==> config.mk <==
export PLATFORM = sky130hd
export DESIGN_NAME = dma_pcie_rq_rcv_flat
export DESIGN_NICKNAME = d
export VERILOG_FILES = /design/src/rtl/dma_pcie_rq_pkg.sv /design/src/rtl/dma_pcie_axis_rq_if.sv /design/src/rtl/dma_pcie_rq_hdr_fifo.sv /design/src/rtl/dma_pcie_rq_rcv.sv /design/src/flat_wrapper.sv
export SDC_FILE = /design/constraint.sdc
export NUM_CORES = 1
export LEC_CHECK = 0
export CAP_MARGIN = 20
export CORE_AREA = 4 4 317 319
export DETAILED_ROUTE_END_ITERATION = 8
export DIE_AREA = 0 0 321 323
export GPL_TIMING_DRIVEN = 1
export PLACE_DENSITY = 0.41
export SLEW_MARGIN = 20
export SYNTH_ARGS = -nofsm -noshare
export SYNTH_HDL_FRONTEND = slang
export SYNTH_SLANG_ARGS = --single-unit
==> constraint.sdc <==
create_clock -name user_clk -period 9.2 [get_ports user_clk]
set_input_delay 2.76 -clock user_clk [delete_from_list [all_inputs] [get_ports user_clk]]
set_output_delay 2.76 -clock user_clk [all_outputs]
set_load 0.05 [all_outputs]
==> src/rtl/dma_pcie_rq_pkg.sv <==
// Shared definitions for the PCIe RQ receiver: descriptor layout, request
// types, FSM states and small decode helpers.
package dma_pcie_rq_pkg;

  localparam int DESC_DWS  = 4;
  localparam int ADDR_LSB  = 2;
  localparam int ADDR_MSB  = 63;
  localparam int DWCNT_LSB = 64;
  localparam int DWCNT_MSB = 74;
  localparam int TYPE_LSB  = 75;
  localparam int TYPE_MSB  = 78;
  localparam int TAG_LSB   = 96;
  localparam int TAG_MSB   = 103;

  typedef enum logic [3:0] {
    MEM_RD = 4'b0000,
    MEM_WR = 4'b0001
  } rq_type_e;

  typedef enum logic {
    ST_SOP,
    ST_PAYLOAD
  } rq_state_e;

  typedef struct packed {
    logic [63:0] addr;
    logic [10:0] dwcnt;
    logic [3:0]  rtype;
    logic [7:0]  tag;
  } rq_desc_t;

  typedef struct packed {
    rq_desc_t desc;
    logic     err;
  } rq_hdr_t;

  // Reads carry no payload; only writes expect dwcnt DWs of data.
  function automatic logic [10:0] expected_dws(input logic [3:0] rtype, input logic [10:0] dwcnt);
    return (rtype == MEM_WR) ? dwcnt : 11'd0;
  endfunction

  function automatic logic type_known(input logic [3:0] rtype);
    return (rtype == MEM_RD) || (rtype == MEM_WR);
  endfunction

endpackage

==> src/rtl/dma_pcie_axis_rq_if.sv <==
// AXI-Stream requester-request bundle; the receiver uses the slave modport.
interface dma_pcie_axis_rq_if #(
  parameter int DATA_WIDTH = 512,
  parameter int USER_WIDTH = 137
);
  logic [DATA_WIDTH-1:0]    tdata;
  logic                     tlast;
  logic [USER_WIDTH-1:0]    tuser;
  logic [DATA_WIDTH/32-1:0] tkeep;
  logic                     tvalid;
  logic                     tready;

  modport s (input tdata, tlast, tuser, tkeep, tvalid, output tready);
  modport m (output tdata, tlast, tuser, tkeep, tvalid, input tready);
endinterface

==> src/rtl/dma_pcie_rq_hdr_fifo.sv <==
// Synchronous first-word-fall-through FIFO for decoded request headers.
// A push while full is accepted only when a pop happens in the same cycle.
module dma_pcie_rq_hdr_fifo #(
  parameter int  WIDTH = 88,
  parameter int  DEPTH = 4,
  localparam int AW    = $clog2(DEPTH),
  localparam int CW    = AW + 1
) (
  input  logic             clk,
  input  logic             rst,
  input  logic             push,
  input  logic [WIDTH-1:0] din,
  input  logic             pop,
  output logic [WIDTH-1:0] dout,
  output logic             full,
  output logic             empty,
  output logic [CW-1:0]    count
);

  logic [WIDTH-1:0] mem [DEPTH];
  logic [AW-1:0]    wr_ptr;
  logic [AW-1:0]    rd_ptr;
  logic             wr_en;
  logic             rd_en;

  assign empty = (count == '0);
  assign full  = (count == CW'(DEPTH));
  assign rd_en = pop && !empty;
  assign wr_en = push && (!full || rd_en);
  assign dout  = mem[rd_ptr];

  always_ff @(posedge clk) begin
    if (rst) begin
      wr_ptr <= '0;
      rd_ptr <= '0;
      count  <= '0;
    end else begin
      if (wr_en) wr_ptr <= wr_ptr + AW'(1);
      if (rd_en) rd_ptr <= rd_ptr + AW'(1);
      count <= count + CW'(wr_en) - CW'(rd_en);
    end
  end

  always_ff @(posedge clk) begin
    if (wr_en) mem[wr_ptr] <= din;
  end

endmodule

==> src/rtl/dma_pcie_rq_rcv.sv <==
// PCIe RQ receiver: decodes the SOP descriptor, checks payload length and
// tkeep shape, and queues one header entry per packet for the consumer.
module dma_pcie_rq_rcv
  import dma_pcie_rq_pkg::*;
#(
  parameter int DATA_WIDTH = 512,
  parameter int USER_WIDTH = 137,
  parameter int HDR_DEPTH  = 4
) (
  input  logic                user_clk,
  input  logic                user_reset,
  dma_pcie_axis_rq_if.s       rq,
  output logic                hdr_vld,
  input  logic                hdr_rdy,
  output logic [63:0]         hdr_addr,
  output logic [10:0]         hdr_dwcnt,
  output logic [3:0]          hdr_type,
  output logic [7:0]          hdr_tag,
  output logic                hdr_err,
  output logic [31:0]         pkt_cnt,
  output logic [15:0]         err_cnt
);

  localparam int NK = DATA_WIDTH / 32;
  localparam int CW = $clog2(HDR_DEPTH) + 1;

  rq_state_e       state_q, state_nxt;
  rq_desc_t        desc_in, desc_cur, desc_p1;
  logic [10:0]     exp_cur, exp_p1, cnt_p1;
  logic            ovf_p1, err_p1, tready_p1;
  logic            acc, sop, push, pop;
  logic            beat_err, ovf_cur, err_cur, pkt_err;
  logic [NK-1:0]   beat_keep;
  logic [11:0]     sum;
  rq_hdr_t         fifo_din, fifo_dout;
  logic            fifo_full, fifo_empty;
  logic [CW-1:0]   fifo_count, count_nxt;
  logic [USER_WIDTH-1:0] unused_user;
  logic            unused_bits;

  function automatic logic [11:0] beat_dws(input logic [NK-1:0] k);
    logic [11:0] c;
    c = '0;
    for (int i = 0; i < NK; i++) c = c + 12'(k[i]);
    return c;
  endfunction

  // A valid keep is a run of ones from bit 0, i.e. of the form 2^n-1.
  function automatic logic keep_gap(input logic [NK-1:0] k);
    return (k & (k + NK'(1))) != '0;
  endfunction

  function automatic logic [15:0] sat_inc16(input logic [15:0] v);
    return (v == 16'hFFFF) ? v : v + 16'd1;
  endfunction

  assign unused_user = rq.tuser;
  assign unused_bits = ^{unused_user, rq.tdata[DATA_WIDTH-1:TAG_MSB+1],
                         rq.tdata[TAG_LSB-1:TYPE_MSB+1], rq.tdata[ADDR_LSB-1:0]};

  assign desc_in = {rq.tdata[ADDR_MSB:ADDR_LSB], 2'b00, rq.tdata[DWCNT_MSB:DWCNT_LSB],
                    rq.tdata[TYPE_MSB:TYPE_LSB], rq.tdata[TAG_MSB:TAG_LSB]};

  assign acc       = rq.tvalid && tready_p1;
  assign sop       = (state_q == ST_SOP);
  assign push      = acc && rq.tlast;
  assign pop       = hdr_vld && hdr_rdy;
  assign desc_cur  = sop ? desc_in : desc_p1;
  assign exp_cur   = sop ? expected_dws(desc_in.rtype, desc_in.dwcnt) : exp_p1;
  // On SOP the low DWs hold the descriptor and never count as payload.
  assign beat_keep = sop ? {rq.tkeep[NK-1:DESC_DWS], {DESC_DWS{1'b0}}} : rq.tkeep;
  assign sum       = {1'b0, (sop ? 11'd0 : cnt_p1)} + beat_dws(beat_keep);
  assign ovf_cur   = (!sop && ovf_p1) || sum[11];
  assign beat_err  = keep_gap(rq.tkeep) ||
                     (sop && ((rq.tkeep[DESC_DWS-1:0] != {DESC_DWS{1'b1}}) ||
                              !type_known(desc_in.rtype) ||
                              (desc_in.rtype == MEM_WR && desc_in.dwcnt == 11'd0)));
  assign err_cur   = (!sop && err_p1) || beat_err;
  assign pkt_err   = err_cur || ovf_cur || (sum[10:0] != exp_cur);
  assign count_nxt = fifo_count + CW'(push) - CW'(pop);
  assign fifo_din  = '{desc: desc_cur, err: pkt_err};

  always_comb begin
    state_nxt = state_q;
    if (acc) state_nxt = rq.tlast ? ST_SOP : ST_PAYLOAD;
  end

  always_ff @(posedge user_clk) begin
    if (user_reset) state_q <= ST_SOP;
    else            state_q <= state_nxt;
  end

  // ---- stage p1: per-packet running state, counters, registered tready ----
  always_ff @(posedge user_clk) begin
    if (user_reset) begin
      cnt_p1    <= '0;
      ovf_p1    <= 1'b0;
      err_p1    <= 1'b0;
      tready_p1 <= 1'b0;
      pkt_cnt   <= '0;
      err_cnt   <= '0;
    end else begin
      tready_p1 <= (count_nxt != CW'(HDR_DEPTH));
      if (acc) begin
        if (rq.tlast) begin
          cnt_p1 <= '0;
          ovf_p1 <= 1'b0;
          err_p1 <= 1'b0;
        end else begin
          cnt_p1 <= sum[10:0];
          ovf_p1 <= ovf_cur;
          err_p1 <= err_cur;
        end
      end
      if (push) begin
        pkt_cnt <= pkt_cnt + 32'd1;
        if (pkt_err) err_cnt <= sat_inc16(err_cnt);
      end
    end
  end

  always_ff @(posedge user_clk) begin
    if (acc && sop) begin
      desc_p1 <= desc_in;
      exp_p1  <= exp_cur;
    end
  end

  dma_pcie_rq_hdr_fifo #(
    .WIDTH ($bits(rq_hdr_t)),
    .DEPTH (HDR_DEPTH)
  ) u_hdr_fifo (
    .clk   (user_clk),
    .rst   (user_reset),
    .push  (push),
    .din   (fifo_din),
    .pop   (pop),
    .dout  (fifo_dout),
    .full  (fifo_full),
    .empty (fifo_empty),
    .count (fifo_count)
  );

  assign rq.tready = tready_p1 && !(fifo_full && 1'b0);
  assign hdr_vld   = !fifo_empty;
  assign hdr_addr  = fifo_dout.desc.addr;
  assign hdr_dwcnt = fifo_dout.desc.dwcnt;
  assign hdr_type  = fifo_dout.desc.rtype;
  assign hdr_tag   = fifo_dout.desc.tag;
  assign hdr_err   = fifo_dout.err;

endmodule

==> src/flat_wrapper.sv <==
// flat-port wrapper written by rule: the top's interface ports become plain ports
module dma_pcie_rq_rcv_flat import dma_pcie_rq_pkg::*;
#(
  parameter int DATA_WIDTH = 512,
  parameter int USER_WIDTH = 137,
  parameter int HDR_DEPTH  = 4
)
  (user_clk, user_reset, hdr_vld, hdr_rdy, hdr_addr, hdr_dwcnt, hdr_type, hdr_tag, hdr_err, pkt_cnt, err_cnt, rq_tdata, rq_tlast, rq_tuser, rq_tkeep, rq_tvalid, rq_tready);
  dma_pcie_axis_rq_if #(.DATA_WIDTH(DATA_WIDTH), .USER_WIDTH(USER_WIDTH)) rq_i ();
  input  logic user_clk;
  input  logic user_reset;
  output logic hdr_vld;
  input  logic hdr_rdy;
  output logic [63:0] hdr_addr;
  output logic [10:0] hdr_dwcnt;
  output logic [3:0] hdr_type;
  output logic [7:0] hdr_tag;
  output logic hdr_err;
  output logic [31:0] pkt_cnt;
  output logic [15:0] err_cnt;
  input wire logic [$bits(rq_i.tdata)-1:0] rq_tdata;
  input wire logic [$bits(rq_i.tlast)-1:0] rq_tlast;
  input wire logic [$bits(rq_i.tuser)-1:0] rq_tuser;
  input wire logic [$bits(rq_i.tkeep)-1:0] rq_tkeep;
  input wire logic [$bits(rq_i.tvalid)-1:0] rq_tvalid;
  output wire logic [$bits(rq_i.tready)-1:0] rq_tready;
  assign rq_i.tdata = rq_tdata;
  assign rq_i.tlast = rq_tlast;
  assign rq_i.tuser = rq_tuser;
  assign rq_i.tkeep = rq_tkeep;
  assign rq_i.tvalid = rq_tvalid;
  assign rq_tready = rq_i.tready;
  dma_pcie_rq_rcv #(.DATA_WIDTH(DATA_WIDTH), .USER_WIDTH(USER_WIDTH), .HDR_DEPTH(HDR_DEPTH)) u_core (.user_clk(user_clk), .user_reset(user_reset), .rq(rq_i), .hdr_vld(hdr_vld), .hdr_rdy(hdr_rdy), .hdr_addr(hdr_addr), .hdr_dwcnt(hdr_dwcnt), .hdr_type(hdr_type), .hdr_tag(hdr_tag), .hdr_err(hdr_err), .pkt_cnt(pkt_cnt), .err_cnt(err_cnt));
endmodule
======== Yosys cells after proc, flatten, opt, wreduce, memory -nomap -nowiden ========
Memory sizes are Yosys's and may differ from the RTL's. A register that Yosys moved wholly into a read port is not among the register bits.
Cells that the tools add are included.
word-level totals
  bits in registers ....................... 166
  bits of input ports ..................... 670
  output and inout port bits .............. 138
  ROM bits ................................ 0
  bits in latches ......................... 0
  memories ................................ 1
  memory bits (writable) .................. 352
  logic and storage cells ................. 90
operators by class
  mux-type cells .......................... 13
  add/sub/neg operators ................... 25
  div/mod/pow operators ................... 0
  eq/ne operators ......................... 6
  reduce and logical (&&, ||, !) cells .... 27
  magnitude comparators ................... 0
  multipliers ............................. 0
  bitwise operators ....................... 3
  shift-type cells ........................ 0
memory list
  name                   depth  width  rd ports  clocked after memory_dff  write ports  RTL line                    text
  u_core.u_hdr_fifo.mem  4      88     1         1                         1            dma_pcie_rq_hdr_fifo.sv:20  logic [WIDTH-1:0] mem [DEPTH];
operator list
  operator                 count
  $add A12 B1 Y12          14
  $mux W87                 1
  $mux W11                 4
  $add A16 B1 Y16 const B  2
  $add A32 B1 Y32 const B  1
  $and A16 B16 Y16         1
  $eq A16 B16 Y1 const B   1
  $reduce_bool A16 Y1      1
  $add A11 B12 Y12         1
  $logic_not A11 Y1        1
  $ne A11 B11 Y1           1
  $logic_and A1 B1 Y1      10
  $logic_or A1 B1 Y1       9
  $add A3 B1 Y3            2
  $sub A3 B1 Y3            2
  $mux W1                  5
  $add A2 B1 Y2 const B    2
  $eq A4 B1 Y1 const B     1
  $logic_not A4 Y1         1
  $mux W2                  2
  $mux W4                  1
  $ne A4 B4 Y1 const B     1
  $eq A3 B3 Y1 const B     1
  $logic_not A1 Y1         3
  other kinds (5)          6

======== Longest topological paths before layout ========
Gate-level depths: netlist (run 1).
  depth after elaboration ................. 21
  depth in mapped cells ................... 25
  mapped depth without buffers ............ 20

======== Modules after synthesis ========
From an unflattened synthesis (run 1), not the netlist that was laid out.
unflattened totals
  cells, all modules ...................... 1219
  area total of the unflattened synthesis .. 21239.1 sq um
by module, submodules not included
  module                sequential area each (sq um)  cells an instance  instances  area each (sq um)
  dma_pcie_rq_hdr_fifo  10750.3                       507                1          13157.6
  dma_pcie_rq_rcv       4144.0                        712                1          8081.5

======== Worst setup path before layout (run 1) ========
OpenSTA, ideal clock, no wires.
  path kind ............................... input to register
  start ................................... input rq_tvalid
  end ..................................... register u_core.desc_p1[0] (netlist bit), enable pin
  slack ................................... 1.356 ns
  required time ........................... 8.648 ns
  stages .................................. 4
  buffers on the path ..................... 2
  library setup time ...................... 0.552 ns
  data arrival time ....................... 7.292 ns
  cell sequence ........................... nand2_1 clkbuf_1 clkbuf_1 nor2_1
on the way
  word-level cells in the longest chain between the ends .. 2
RTL lines
  what                  RTL line                text
  from (decl)           flat_wrapper.sv:25      input wire logic [$bits(rq_i.tvalid)-1:0] rq_tvalid;
  $logic_and A1 B1 Y1   dma_pcie_rq_rcv.sv:64   assign acc = rq.tvalid && tready_p1;
  $logic_and A1 B1 Y1   dma_pcie_rq_rcv.sv:123  if (acc && sop) begin
  to (signal assigned)  dma_pcie_rq_rcv.sv:124  desc_p1 <= desc_in;
  to (decl)             dma_pcie_rq_rcv.sv:28   rq_desc_t desc_in, desc_cur, desc_p1;
Every way passes these cells.
A chain may end at the register's enable or synchronous reset.

======== Worst setup path after layout (run 1) ========
  start ................................... input rq_tkeep[1]
  end ..................................... register u_core.err_cnt[5]
on the way
  word-level cells in the longest chain between the ends .. 21
  elaborated cells on any way between the ends .. 31
  classes of those cells .................. add/sub (17); eq/ne (2); mux (1); bitwise (1); reduce/logical (10)
RTL lines
  what                                                                      RTL line                text
  from (decl)                                                               flat_wrapper.sv:24      input wire logic [$bits(rq_i.tkeep)-1:0] rq_tkeep;
  parallel branches: the longest is 19 deep, another holds $add A12 B1 Y12  --
  $logic_or A1 B1 Y1 *                                                      dma_pcie_rq_rcv.sv:79   assign pkt_err = err_cur || ovf_cur || (sum[10:0] != exp_cur);
  $reduce_and A3 Y1 (no line) *                                             --
  to (signal assigned)                                                      dma_pcie_rq_rcv.sv:117  if (pkt_err) err_cnt <= sat_inc16(err_cnt);
  to (decl)                                                                 dma_pcie_rq_rcv.sv:21   output logic [15:0] err_cnt
Every way passes the cells marked *.

==> results of run 1 <==
-- cell usage after synthesis (3+ instances only) --
cell type / instances
a21oi_1: 32
nand2b_1: 6
o21ai_2: 4
a22oi_1: 6
o31ai_1: 4
fa_1: 13
clkbuf_1: 36
mux2_2: 81
nand3_1: 27
nand2_1: 56
mux4_2: 86
nor2b_1: 4
xor2_1: 28
or4_1: 6
and4_1: 4
inv_1: 39
and2_1: 16
a31oi_1: 5
dfxtp_1: 72
nor2_1: 64
or3_1: 18
a22o_1: 3
a211oi_1: 4
edfxtp_1: 440
buf_1: 8
nor4_1: 6
a41oi_1: 3
nor3_1: 7
nor3b_1: 5
buf_2: 5
and3_1: 16
ha_1: 24
xnor2_1: 17
a21o_1: 3
nand4_1: 12
o21ai_0: 29
-- logic make-up (layout without fill, tap and decap cells) --
kind of cell	count (synthesis)	in the layout
muxes	170	170
AOI/OAI and AO/OA	108	108
other	1	2
buffers and inverters	92	419
and+or+nand+nor	260	260
xor gates and xnor gates	47	47
adders and majority gates	37	37
DFF	512	512
-- worst max-delay path: stages --
cell and delay (ns):
clkdlybuf4s50_1 0.47, and2_1 0.19, ha_1 0.27, inv_1 0.05, fa_1 0.47, fa_1 0.58, fa_1 0.44, fa_1 0.50
inv_1 0.06, ha_1 0.22, fa_1 0.43, a211oi_1 0.48, nor3b_1 0.15, o21ai_0 0.28, nand3_1 0.14, a2111oi_2 0.35
and4b_4 0.46, buf_4 0.22, or3_1 0.12, a21oi_1 0.06
-- per-stage QoR --
stage / utilization / power, uW / area (um^2)
after global routing: 0.278 / 7920 / 27200
final: 0.278 / 7530 / 27200
after global placement: 0.255 / 5010 / 24900
after CTS: 0.278 / 7730 / 27200
after floorplan: - / 4290 / 21000
after detailed placement: 0.255 / 5020 / 24900
-- cell type report --
cell class,count,area (um^2)
inverters,40,150
well taps,1287,1610
fillers,9890,70700
flip-flops and latches,512,14700
clock buffers,83,1750
multi-input cells,624,5950
repair buffers,260,2570
clock inverters,36,470
-- flip-flops by register name, summed over array words and instances, names as in the netlist, named ones only --
register / flops
u_core.err_p1: 1
u_core.u_hdr_fifo.mem: 344
u_core.u_hdr_fifo.wr_ptr: 2
u_core.cnt_p1: 11
u_core.state_q: 1
u_core.exp_p1: 11
u_core.pkt_cnt: 32
u_core.desc_p1: 85
u_core.u_hdr_fifo.rd_ptr: 2
u_core.err_cnt: 16
u_core.ovf_p1: 1
u_core.u_hdr_fifo.count: 3
u_core.rq.tready: 1
-- power by group --
part	internal, uW	switching (uW)
Sequential	2760	129
Clock	1590	1030
Combinational	774	1240
Total	5130	2400
-- layer usage --
metal,global-route usage,vias to the layer above
li1,-,5366
met1,0.132,5992
met2,0.174,276
met3,0.0364,102
met4,0.0322,22
met5,0,-
-- worst max path at each step --
| stage | slack (ns) | cells after the start | endpoint | startpoint |
|---|---|---|---|---|
| after global placement | 0.36 | 17 | u_core.u_hdr_fifo.mem[0][0] | rq_tkeep[1] |
| after detailed placement | 0.30 | 20 | u_core.err_cnt[5] | rq_tkeep[1] |
| after CTS | 0.99 | 20 | u_core.err_cnt[5] | rq_tkeep[1] |
| after floorplan | 1.36 | 4 | u_core.desc_p1[0] | rq_tvalid |
| after global routing | 0.61 | 20 | u_core.err_cnt[7] | rq_tkeep[1] |
| final | 0.95 | 20 | u_core.err_cnt[5] | rq_tkeep[1] |
==> reports/metrics.yaml, run 1 <==
hold_path:
  holdPathStages: 1
  hp-start: "u_core.ovf_p1"
  hold_end: "u_core.ovf_p1"
  hold_class: "flip-flop to flip-flop"
place:
  place.gp.congestion: 0.779
  io_buffers: 241
  dp_hpwl_mm: 34.4
  dpl.cell_count: 2723
  preCtsSetupSlack_ns: 0.304
synth:
  yosys.area.top_type: "edfxtp_1"
  synth_fa_ha_area_frac: 0.0268
  ys_seq_elements: 512
  netlist_top_cells_area: "edfxtp_1 63%, mux4_2 9.2%, dfxtp_1 6.9%, mux2_2 4.4%, ha_1 1.4%"
  synth_xor_area_frac: 0.0207
  synth_ff_type: "edfxtp_1"
  seq_area_frac_synth: 0.700
  synth_edf_count: 440
  synth_area_mm2: 0.0209
  synthMuxAreaShare: 0.138
  yosys.cell_types.count: 66
  async_flop_share: 0
  avgSynthCellArea_um2: 17.1
  ys_warn_count: 0
  synth_top_family_by_area: "multiplexers"
  syn_inst: 1227
  yosysTopAreaCellShare: 0.631
  yosys.area_share.simple: 0.0644
  synth_compound_area_frac: 0.0332
timing:
  worst_pin_slew_ns: 1.02
  min_period_ns: 8.25
  fmax_mhz: 121
  setup_violations: 0
  holdWs_ns: 0.480
  layout_setup_ws_ns: 0.947
  hold_viol_final: 0
  fin_skew_ns: 0.0119
  relSlewSlack: 0.317
  slew_viol_final: 0
  period_share: 0.897
  rsz0062_at_grt: "false"
  fin_tns_setup_ns: 0
run:
  maxCapViolations: 0
floorplanning:
  die_area_mm2: 0.104
  io_pins: 808
  die_x_um: 321
  core-area_mm2: 0.0978
  num_rows: 115
  die_y_um: 323
  initial_core_util: 0.214
final_layout:
  layout.nets: 2211
  final_cells: 2842
  drive_gt1_frac: 0.197
  layout_common_cells: "440 x edfxtp_1, 240 x clkdlybuf4s50_1, 86 x mux4_2, 81 x mux2_2, 69 x dfxtp_1"
  syn2layout_area_growth_pct: 29.7
  final_common_cell: "edfxtp_1"
  antenna_cells: 0
detailed_routing:
  drtIter0Drc: 616
  highest_layer: "met5"
  drt-vias-per-instance: 4.14
  wl_met2_mm: 26.3
  ant_nets: 0
  drt_wl_total_mm: 55.5
  wl_met3_mm: 3.51
  wl_per_cell_um: 19.5
  wl_met1_mm: 24.3
  vias: 11800
  drc_errors: 0
  first_pass_iters: 6
global_route:
  grt_overflow: 0
  grt_pass1_vias: 12600
  grt_usage: 0.106
  grt_first_pass_wirelength_mm: 81.5
  grt_start_max_net_pins: 73
  grt_antenna_before_repair: 13
cts:
  worst_setup_hold_path_clk_slew_ns: 0.06
  root_buffer: "clkbuf_16"
  clk_latency_ns: 0.62
  postCtsSetupBuffers: 0
  cts_buffers: 66
  cts_hold_buf: 0
  cts_sinks: 512
  cts_resized: 0
  max-clock-path-buffers: 3
  htree_levels: 3
  cts_tree: "yes"
critical_path:
  reg2reg_depth: 20
  critPathCaptureType: "flip-flop"
  startpoint_type: "input pin"
  required_ns: 9.66
  arrival_ns: 8.71
  reg2reg_from: "u_core.state_q"
  crit_type: "input pin to flip-flop"
  ff2ff_setup_slack_ns: 2.52
  cp_max_fo: 22
  r2r_end: "u_core.err_cnt[5]"
power_and_ir_drop:
  power.density_mw_per_mm2: 277
  leakage_uw: 0.00880
  peakVddDrop_v: 0.000120
run_status:
  status: "complete, no violations"
Power figures use the tool's default switching activity.
==> run 2: changes to the inputs <==
CORE_AREA = 4 4 309 311   (was 4 4 317 319)
DIE_AREA = 0 0 313 315   (was 0 0 321 323)
DONT_BUFFER_PORTS = 1   (was not set)
PLACE_DENSITY = 0.32   (was 0.41)
==> run 2 against run 1 <==
Global-route usage grew 0.87 points. Critical path type unchanged. Utilization is 1.3 points lower. Sequential share of layout area is 5.7 points higher. Final area is 9.5% lower. Clock power shrank 5%. Clock skew rose by 0.0064 ns. Sequential power is essentially flat.
==> reports/metrics.yaml, run 2 (synthesis gave the netlist of run 1 again) <==
run_status:
  status: "complete, no violations"
power_and_ir_drop:
  peakVddDrop_v: 0.000140  # +17%
  leakage_uw: 0.00782  # -11%
  power.density_mw_per_mm2: 288  # +4.0%
final_layout:
  largest_register: "u_core.u_hdr_fifo.mem"
  syn2layout_area_growth_pct: 17.3
  fill_cells: 9456  # -4.4%
  final_common_cell: "edfxtp_1"
  layout_common_cells: "440 x edfxtp_1, 86 x mux4_2, 81 x mux2_2, 70 x clkbuf_16, 69 x dfxtp_1"
  largest_reg_flops: 344  # unchanged
  largestRegisters: "u_core.u_hdr_fifo.mem: 344 flops, u_core.desc_p1: 85 flops, u_core.pkt_cnt: 32 flops"
  layout.nets: 1967  # -11%
  drive_gt1_frac: 0.228  # +0.0314
critical_path:
  crit_type: "input pin to flip-flop"
  cp_cell_sequence: "and2_1 > ha_1 > inv_1 > fa_1 > fa_1 > fa_1 > fa_1 > inv_1 > ha_1 > fa_1 > a211oi_1 > nor3b_1 > o21ai_0 > nand3_1 > a2111oi_2 > and4b_4 > nor3_1 > mux2_4"
  startpoint_type: "input pin"
  critPathCaptureType: "flip-flop"
  required_ns: 9.69  # +0.03 ns
  slowest_delay_ns: 0.57  # about the same
  cpMostUsedCell: "fa_1"
  arrival_ns: 8.20  # -0.51 ns
  slowest_stage: "fa_1"
  cp_max_fo: 31  # +41%
hold_path:
  hold_class: "flip-flop to flip-flop"
timing:
  rsz0062_at_grt: "false"
  fmax_mhz: 130  # +7.1%
  setup_violations: 0  # unchanged
  fin_skew_ns: 0.0183  # +0.00640 ns
  min_period_ns: 7.70  # -0.548 ns
  worst_pin_slew_ns: 0.955  # -0.0698 ns
  period_share: 0.837  # -0.0596
  hold_viol_final: 0  # unchanged
  holdWs_ns: 0.472  # -0.00799 ns
  fin_tns_setup_ns: 0  # unchanged
  slew_viol_final: 0  # unchanged
  relSlewSlack: 0.363  # +0.0465
place:
  io_buffers: 0  # -100%
  dp_hpwl_mm: 34.8  # +1.2%
  place.gp.congestion: 0.706  # -9.4%
floorplanning:
  die_x_um: 313  # -2.5%
  die_y_um: 315  # -2.5%
  io_pins: 808  # unchanged
  num_rows: 112  # -2.6%
  initial_core_util: 0.226  # +0.0117
  core-area_mm2: 0.0928  # -5.2%
  die_area_mm2: 0.0986  # -4.9%
detailed_routing:
  wl_per_cell_um: 22.1  # +13%
  drc_errors: 0  # unchanged
  drtIter0Drc: 652  # +5.8%
  vias: 10800  # -8.4%
  ant_nets: 0  # unchanged
  drt_wl_total_mm: 56.5  # +1.8%
  first_pass_iters: 4  # -2
  drt-vias-per-instance: 4.20  # +1.6%
run:
  maxCapViolations: 0  # unchanged
cts:
  root_buffer: "clkbuf_16"
  clk_latency_ns: 0.62  # about the same
  htree_levels: 3  # unchanged
  cts_buffers: 66  # unchanged
  cts_tree: "yes"
  cts_hold_buf: 0  # unchanged
  postCtsSetupBuffers: 0  # unchanged
  worst_setup_hold_path_clk_slew_ns: 0.06  # about the same
  cts_sinks: 512  # unchanged
  max-clock-path-buffers: 3  # unchanged
  cts_resized: 0  # unchanged
global_route:
  grt_antenna_before_repair: 2  # -11
  grt_first_pass_wirelength_mm: 82.4  # +1.0%
  grt_overflow: 0  # unchanged
  grt_start_max_net_pins: 73  # unchanged
  grt_pass1_vias: 11400  # -9.2%
  grt_usage: 0.115  # +0.00868
[run 2: cell count changes in the layout (fill, tap and decap cells not counted), moves of 2 or more]
cell             delta
clkinv_1            +2
clkinvlp_4          -2
clkinv_8            -2
clkbuf_1            -3
diode_2             +3
buf_4               -3
clkinv_2            +2
bufinv_16           -6
clkbuf_16           +3
clkdlybuf4s50_1   -240
[run 2: layer usage]
layer	global-route usage	wire length, um	vias up
met5	0	13	-
met3	0.0466	4830	80
met4	0.0374	1210	2
met2	0.177	25500	264
met1	0.147	24900	5569
li1	-	-	4861
[run 2: critical path: cells and delay by family]
family	cells	cell delay, ns
AO/OA/AOI/OAI	3	1.09
adder cells (fa/ha/maj)	7	2.86
buffers and inverters	2	0.08
AND/OR/NAND/NOR	5	1.07
multiplexers	1	0.30
[run 2: through the flow]
step / utilization / cell area (um^2) / power (uW) / instances / setup slack, ns
6_report: 0.265 / 24600 / 7080 / 2563 / 1.50
5_1_grt: 0.265 / 24600 / 7470 / 2560 / 1.16
4_1_cts: 0.265 / 24600 / 7280 / 2560 / 1.52
3_5_place_dp: 0.242 / 22500 / 4710 / 2446 / 0.831
3_3_place_gp: 0.242 / 22500 / 4700 / 2445 / 0.829
2_1_floorplan: - / 21000 / 4290 / 1228 / 1.36
[run 2: final cells by class]
class | count | area [um^2] | share of cell area
clock buffer | 83 | 1810 | 0.0737
tap | 1254 | 1570 | 0.0638
timing repair buffer | 16 | 145 | 0.00591
sequential | 512 | 14700 | 0.597
antenna | 3 | 7.51 | 0.000305
inverter | 40 | 150 | 0.00611
clock inverter | 31 | 280 | 0.0114
multi-input combinational | 624 | 5950 | 0.242
[run 2: final timing paths]
check / endpoint / cells past startpoint / from / slack, ns
setup / recovery: u_core.err_cnt[12] / 18 / rq_tkeep[1] / 1.50
hold / removal: u_core.ovf_p1 / 1 / u_core.ovf_p1 / 0.47
setup reg to reg: u_core.err_cnt[12] / 19 / u_core.state_q / 2.66
hold reg to reg: u_core.ovf_p1 / 1 / u_core.ovf_p1 / 0.47
[run 2: power by group]
group          switching, uW  internal (uW)
sequential               113           2760
clock                   1030           1460
combinational           1200            510
==> run 3: changes to the inputs <==
clock period = 7.93 ns   (was 9.2 ns; I/O delays follow)
==> run 3 against run 2 <==
Setup slack lost 0.67 ns. Final area grew 0.47%. Power grew 17%. Critical endpoint is now u_core.u_hdr_fifo.mem[2][0]. Die area is the same. Via count shrank 0.19%. Clock-buffer cell count grew 4. Hold slack lost 0.0040 ns. Critical path depth is the same. Clock power grew 18%. Largest cell class unchanged. Clock skew is essentially flat. Flip-flop and latch count is the same. Combinational power grew 16%.
==> reports/metrics.yaml, run 3 (synthesis gave the netlist of run 1 again) <==
critical_path:
  arrival_ns: 7.41  # -0.79 ns
  critPathCaptureType: "flip-flop"
  startpoint_type: "input pin"
  cp_max_fo: 4  # -87%
  crit_type: "input pin to flip-flop"
  reg2reg_depth: 19  # unchanged
  required_ns: 8.23  # -1.46 ns
  r2r_end: "u_core.u_hdr_fifo.mem[2][0]"
  reg2reg_from: "u_core.state_q"
  ff2ff_setup_slack_ns: 2.12  # -0.54 ns
timing:
  hold_viol_final: 0  # unchanged
  setup_violations: 0  # unchanged
  worst_pin_slew_ns: 0.937  # -0.0185 ns
  min_period_ns: 7.11
  period_share: 0.896
  slew_viol_final: 0  # unchanged
  fmax_mhz: 141
  fin_skew_ns: 0.0179  # -0.000331 ns
  fin_tns_setup_ns: 0  # unchanged
  rsz0062_at_grt: "false"
  relSlewSlack: 0.373  # +0.00940
  layout_setup_ws_ns: 0.822  # -0.673 ns
power_and_ir_drop:
  p_seq_frac: 0.404  # -0.002
  p_comb_frac: 0.241  # about the same
  leakage_uw: 0.00784  # +0.27%
  peakVddDrop_v: 0.000150  # +7.0%
  power.internal_uw: 5570  # +17%
  swShare: 0.326  # -0.00470
  power_switching_uw: 2700  # +15%
  power.density_mw_per_mm2: 335  # +16%
  clock_power_share: 0.355  # +0.003
global_route:
  grt_start_max_net_pins: 120  # +64%
  grt_pass1_vias: 11500  # +0.61%
  grt_first_pass_wirelength_mm: 81.9  # -0.55%
  grt_antenna_before_repair: 2  # unchanged
  grt_overflow: 0  # unchanged
  grt_usage: 0.114  # -0.00113
floorplanning:
  initial_core_util: 0.226  # unchanged
  die_x_um: 313  # unchanged
  die_area_mm2: 0.0986  # unchanged
  core-area_mm2: 0.0928  # unchanged
  die_y_um: 315  # unchanged
  io_pins: 808  # unchanged
  num_rows: 112  # unchanged
final_layout:
  largest_register: "u_core.u_hdr_fifo.mem"
  drive_gt1_frac: 0.229  # +0.000481
  final_common_cell: "edfxtp_1"
  fin_area_mm2: 0.0247  # +0.47%
  syn2layout_area_growth_pct: 17.9
  layout.nets: 1969  # +0.10%
  layout_common_cells: "440 x edfxtp_1, 86 x mux4_2, 81 x mux2_2, 70 x clkbuf_16, 69 x dfxtp_1"
  largest_reg_flops: 344  # unchanged
  largestRegisters: "u_core.u_hdr_fifo.mem: 344 flops, u_core.desc_p1: 85 flops, u_core.pkt_cnt: 32 flops"
detailed_routing:
  wl_per_cell_um: 21.9  # -0.76%
  drc_errors: 0  # unchanged
  vias: 10800  # -0.19%
  drt-vias-per-instance: 4.18  # -0.62%
  drt_wl_total_mm: 56.4  # -0.33%
  first_pass_iters: 4  # unchanged
  drtIter0Drc: 676  # +3.7%
  ant_nets: 0  # unchanged
run_status:
  status: "complete, no violations"
place:
  io_buffers: 0  # unchanged
  dp_hpwl_mm: 32.5  # -6.6%
  place.gp.congestion: 0.683  # -3.2%
  placed_area_mm2: 0.0226  # +0.33%
  preCtsSetupSlack_ns: 0.216  # -0.615 ns
hold_path:
  hold_end: "u_core.ovf_p1"
  hp-start: "u_core.ovf_p1"
  holdPathStages: 1  # unchanged
  hold_class: "flip-flop to flip-flop"
cts:
  root_buffer: "clkbuf_16"
  postCtsSetupBuffers: 0  # unchanged
  htree_levels: 3  # unchanged
  max-clock-path-buffers: 3  # unchanged
  cts_buffers: 68  # +3.0%
  cts_hold_buf: 0  # unchanged
  cts_resized: 0  # unchanged
  cts_tree: "yes"
  worst_setup_hold_path_clk_slew_ns: 0.05  # about the same
  clk_latency_ns: 0.60  # -0.02 ns
  cts_sinks: 512  # unchanged
run:
  maxCapViolations: 0  # unchanged
## run 3: changes by cell type in the layout (fill, tap and decap cells not counted)
cell	change
clkinv_16	-1
clkbuf_1	+4
inv_16	-2
inv_6	+1
bufinv_16	+2
diode_2	+5
buf_4	-6
buf_12	+6
clkinvlp_4	+2
## run 3: per-stage QoR
step | power [uW] | cells | util | hold slack, ns
after floorplan | 4980 | 1228 | - | 0.441
after global placement | 5460 | 2446 | 0.243 | 0.458
after detailed placement | 5470 | 2446 | 0.243 | 0.462
after CTS | 8490 | 2566 | 0.266 | 0.476
after global routing | 8710 | 2566 | 0.266 | 0.489
final | 8260 | 2574 | 0.266 | 0.468
## run 3: cell type report
type | count | area [um^2]
Fill cell | 9498 | 68100
Sequential cell | 512 | 14700
Multi-Input combinational cell | 624 | 5950
Clock buffer | 87 | 1830
Tap cell | 1254 | 1570
Clock inverter | 33 | 294
Timing Repair Buffer | 16 | 220
Inverter | 40 | 150
Antenna cell | 8 | 20.0
## run 3: worst max-delay path by stage
stage / slack [ns] / start / endpoint / depth (start not counted)
CTS: 0.87 / rq_tkeep[1] / u_core.u_hdr_fifo.mem[0][0] / 18
detailed placement: 0.22 / rq_tkeep[1] / u_core.u_hdr_fifo.mem[3][0] / 18
global placement: 0.14 / rq_tkeep[1] / u_core.u_hdr_fifo.mem[0][0] / 18
global route: 0.61 / rq_tkeep[0] / u_core.err_cnt[7] / 20
finish: 0.82 / rq_tkeep[1] / u_core.u_hdr_fifo.mem[2][0] / 18
floorplan: 0.47 / rq_tvalid / u_core.desc_p1[0] / 4
## run 3: worst max-delay path, cell delays in order
cell and delay, ns:
and2_1 0.13, ha_1 0.26, inv_1 0.04, fa_1 0.46
fa_1 0.57, fa_1 0.44, fa_1 0.50, inv_1 0.04
ha_1 0.21, fa_1 0.44, a211oi_1 0.25, buf_4 0.16
nor3b_1 0.05, a211oi_1 0.21, buf_4 0.15, xnor2_1 0.09
or4_1 0.54, or3_1 0.47
## run 3: routing by layer
| layer | part of all wire | vias up | GRT usage |
|---|---|---|---|
| li1 | - | 4880 | - |
| met4 | 0.020 | 0 | 0.0358 |
| met3 | 0.097 | 82 | 0.0445 |
| met1 | 0.43 | 5509 | 0.145 |
| met5 | 0 | - | 0 |
| met2 | 0.45 | 284 | 0.178 |
## run 3: power groups by stage
stage / clock [uW] / sequential [uW] / combinational [uW]
2_1_floorplan: 0 / 3330 / 1650
3_3_place_gp: 0 / 3400 / 2070
3_5_place_dp: 0 / 3400 / 2060
4_1_cts: 3070 / 3350 / 2070
5_1_grt: 3190 / 3360 / 2160
6_report: 2930 / 3340 / 1990
==> RTL change, RTL diff (settings of run 2) <==
Put one more register stage on the output `err_cnt`, with the module's reset. The value now appears one clock later. The other outputs are not delayed to match.
--- a/src/rtl/dma_pcie_rq_rcv.sv
+++ b/src/rtl/dma_pcie_rq_rcv.sv
@@ -24,4 +24,6 @@
   localparam int NK = DATA_WIDTH / 32;
   localparam int CW = $clog2(HDR_DEPTH) + 1;
+
+  logic [15:0] err_cnt_s0;
 
   rq_state_e       state_q, state_nxt;
@@ -99,5 +101,5 @@
       tready_p1 <= 1'b0;
       pkt_cnt   <= '0;
-      err_cnt   <= '0;
+      err_cnt_s0 <= '0;
     end else begin
       tready_p1 <= (count_nxt != CW'(HDR_DEPTH));
@@ -115,5 +117,5 @@
       if (push) begin
         pkt_cnt <= pkt_cnt + 32'd1;
-        if (pkt_err) err_cnt <= sat_inc16(err_cnt);
+        if (pkt_err) err_cnt_s0 <= sat_inc16(err_cnt_s0);
       end
     end
@@ -150,4 +152,12 @@
   assign hdr_err   = fifo_dout.err;
 
+  always_ff @(posedge user_clk) begin
+    if (user_reset) begin
+      err_cnt <= '0;
+    end else begin
+      err_cnt <= err_cnt_s0;
+    end
+  end
+
 endmodule
 
Function: changed (a bounded check fails within 4 cycles, from zero or initial values and one cycle with user_reset high).
==> RTL change against run 2 <==
  * Maximum frequency down 1.2%
  * Routed wire length up 0.67%
  * Design area up 1.9%
  * Critical path depth unchanged
  * Worst setup slack worse by 0.097 ns
  * Via count down 0.17%
  * Synthesized area up 2.2%
  * Sequential cell count up 16
  * First-iteration DRC count down 8.7%
  * Die area unchanged
  * Clock power up 3%
  * Final cell count up 0.94%
  * Combinational power down 3%
  * Total power up 1.2%
  * Highest routed layer unchanged
==> RTL change: results <==
set metrics [dict create \
    r2r_setup_slack_ns 2.84 \
    drt_iter0_markers 595 \
    layout.nets 1987 \
    gp_congestion 0.745 \
    whs_path_depth 2 \
    final_cell_count_no_fill 2587 \
    track_usage_pct 11.6 \
    wl_per_cell_um 22.0 \
    vias_per_cell 4.16 \
    antenna_found_initial 3 \
    dp.cells 2462 \
    intPower_uw 4830 \
    path_delay_family "adder cells" \
    irDropWorstVdd_v 0.000115 \
    cts.clk_slew.worst_paths_ns 0.05 \
    crit_path_start "rq_tkeep[0]" \
    path_class "primary input to register" \
    grt_pass1_vias 11500 \
    hold_end "u_core.cnt_p1[3]" \
    worstMarginPinSlew_ns 0.849 \
    synth_area_leaders "edfxtp_1, mux4_2, dfxtp_1, mux2_2, ha_1" \
    synth_common_cells "edfxtp_1, dfxtp_1, mux4_2, mux2_2, nor2_1" \
    outcome "completed" \
    power.leakage_uw 0.00799 \
    fin_crit_ns 7.80 \
    reg2reg_to "u_core.u_hdr_fifo.mem[2][0]" \
    dp.final_hpwl_um 35400 \
    crit_fanout 25 \
    synthCells 1243 \
    synth_compound_area_share_pct 3.07 \
    min-delay-start "u_core.cnt_p1[3]" \
    cpPeakStageDelay_ns 0.59 \
    cts_made_buffers 70 \
    hold_slack_ns 0.452 \
    dp_slack_ns 0.726 \
    finClkSkew_ns 0.0174 \
    synth_adder_area_share_pct 2.62 \
    drive_gt1_share_pct 24.2 \
    synthDistinctLibCells 77 \
    synth_top_cell_area_share_pct 61.7 \
    ff2ff_path_depth 18 \
    postPlaceCellArea_mm2 0.0229 \
    worst_ep_arrival_time_ns 8.11 \
    synth_mux_area_share_pct 13.8 \
    synth_xor_area_share_pct 2.08 \
    grt_max_degree 88 \
    fill_cells 9448 \
    grt_pass1_wl_um 83500 \
    synth_seq_area_share_pct 70.0 \
    htreeDepth 3 \
]
==> RTL change: power by group through the flow <==
stage,logic [uW],registers [uW],clock network (uW)
CTS,1730,2960,2690
global placement,1720,3000,0
finish,1660,2950,2560
floorplan,1400,2940,0
detailed placement,1730,3010,0
global route,1790,2970,2790
==> RTL change: worst min-delay path: stages (launching register included) <==
cell and delay (ns):
dfxtp_1 0.30, nand2_1 0.05, a21oi_1 0.05
==> RTL change: final cells by class <==
cell class	count	area, um^2	share of cell area [%]
multi-input cells	619	6030	24.1
well taps	1254	1570	6.27
clock buffers	91	1880	7.52
diodes	1	2.50	0.0100
repair buffers	19	143	0.570
flip-flops and latches	528	15000	59.9
inverters	42	158	0.630
clock inverters	33	263	1.05
==> RTL change: metal layers <==
layer	track usage (%)	share of wire, %	up-vias
met2	18.4	47	270
met4	3.87	2.9	4
li1	-	-	4888
met5	0	0.047	-
met3	5.55	9.4	99
met1	13.8	41	5497
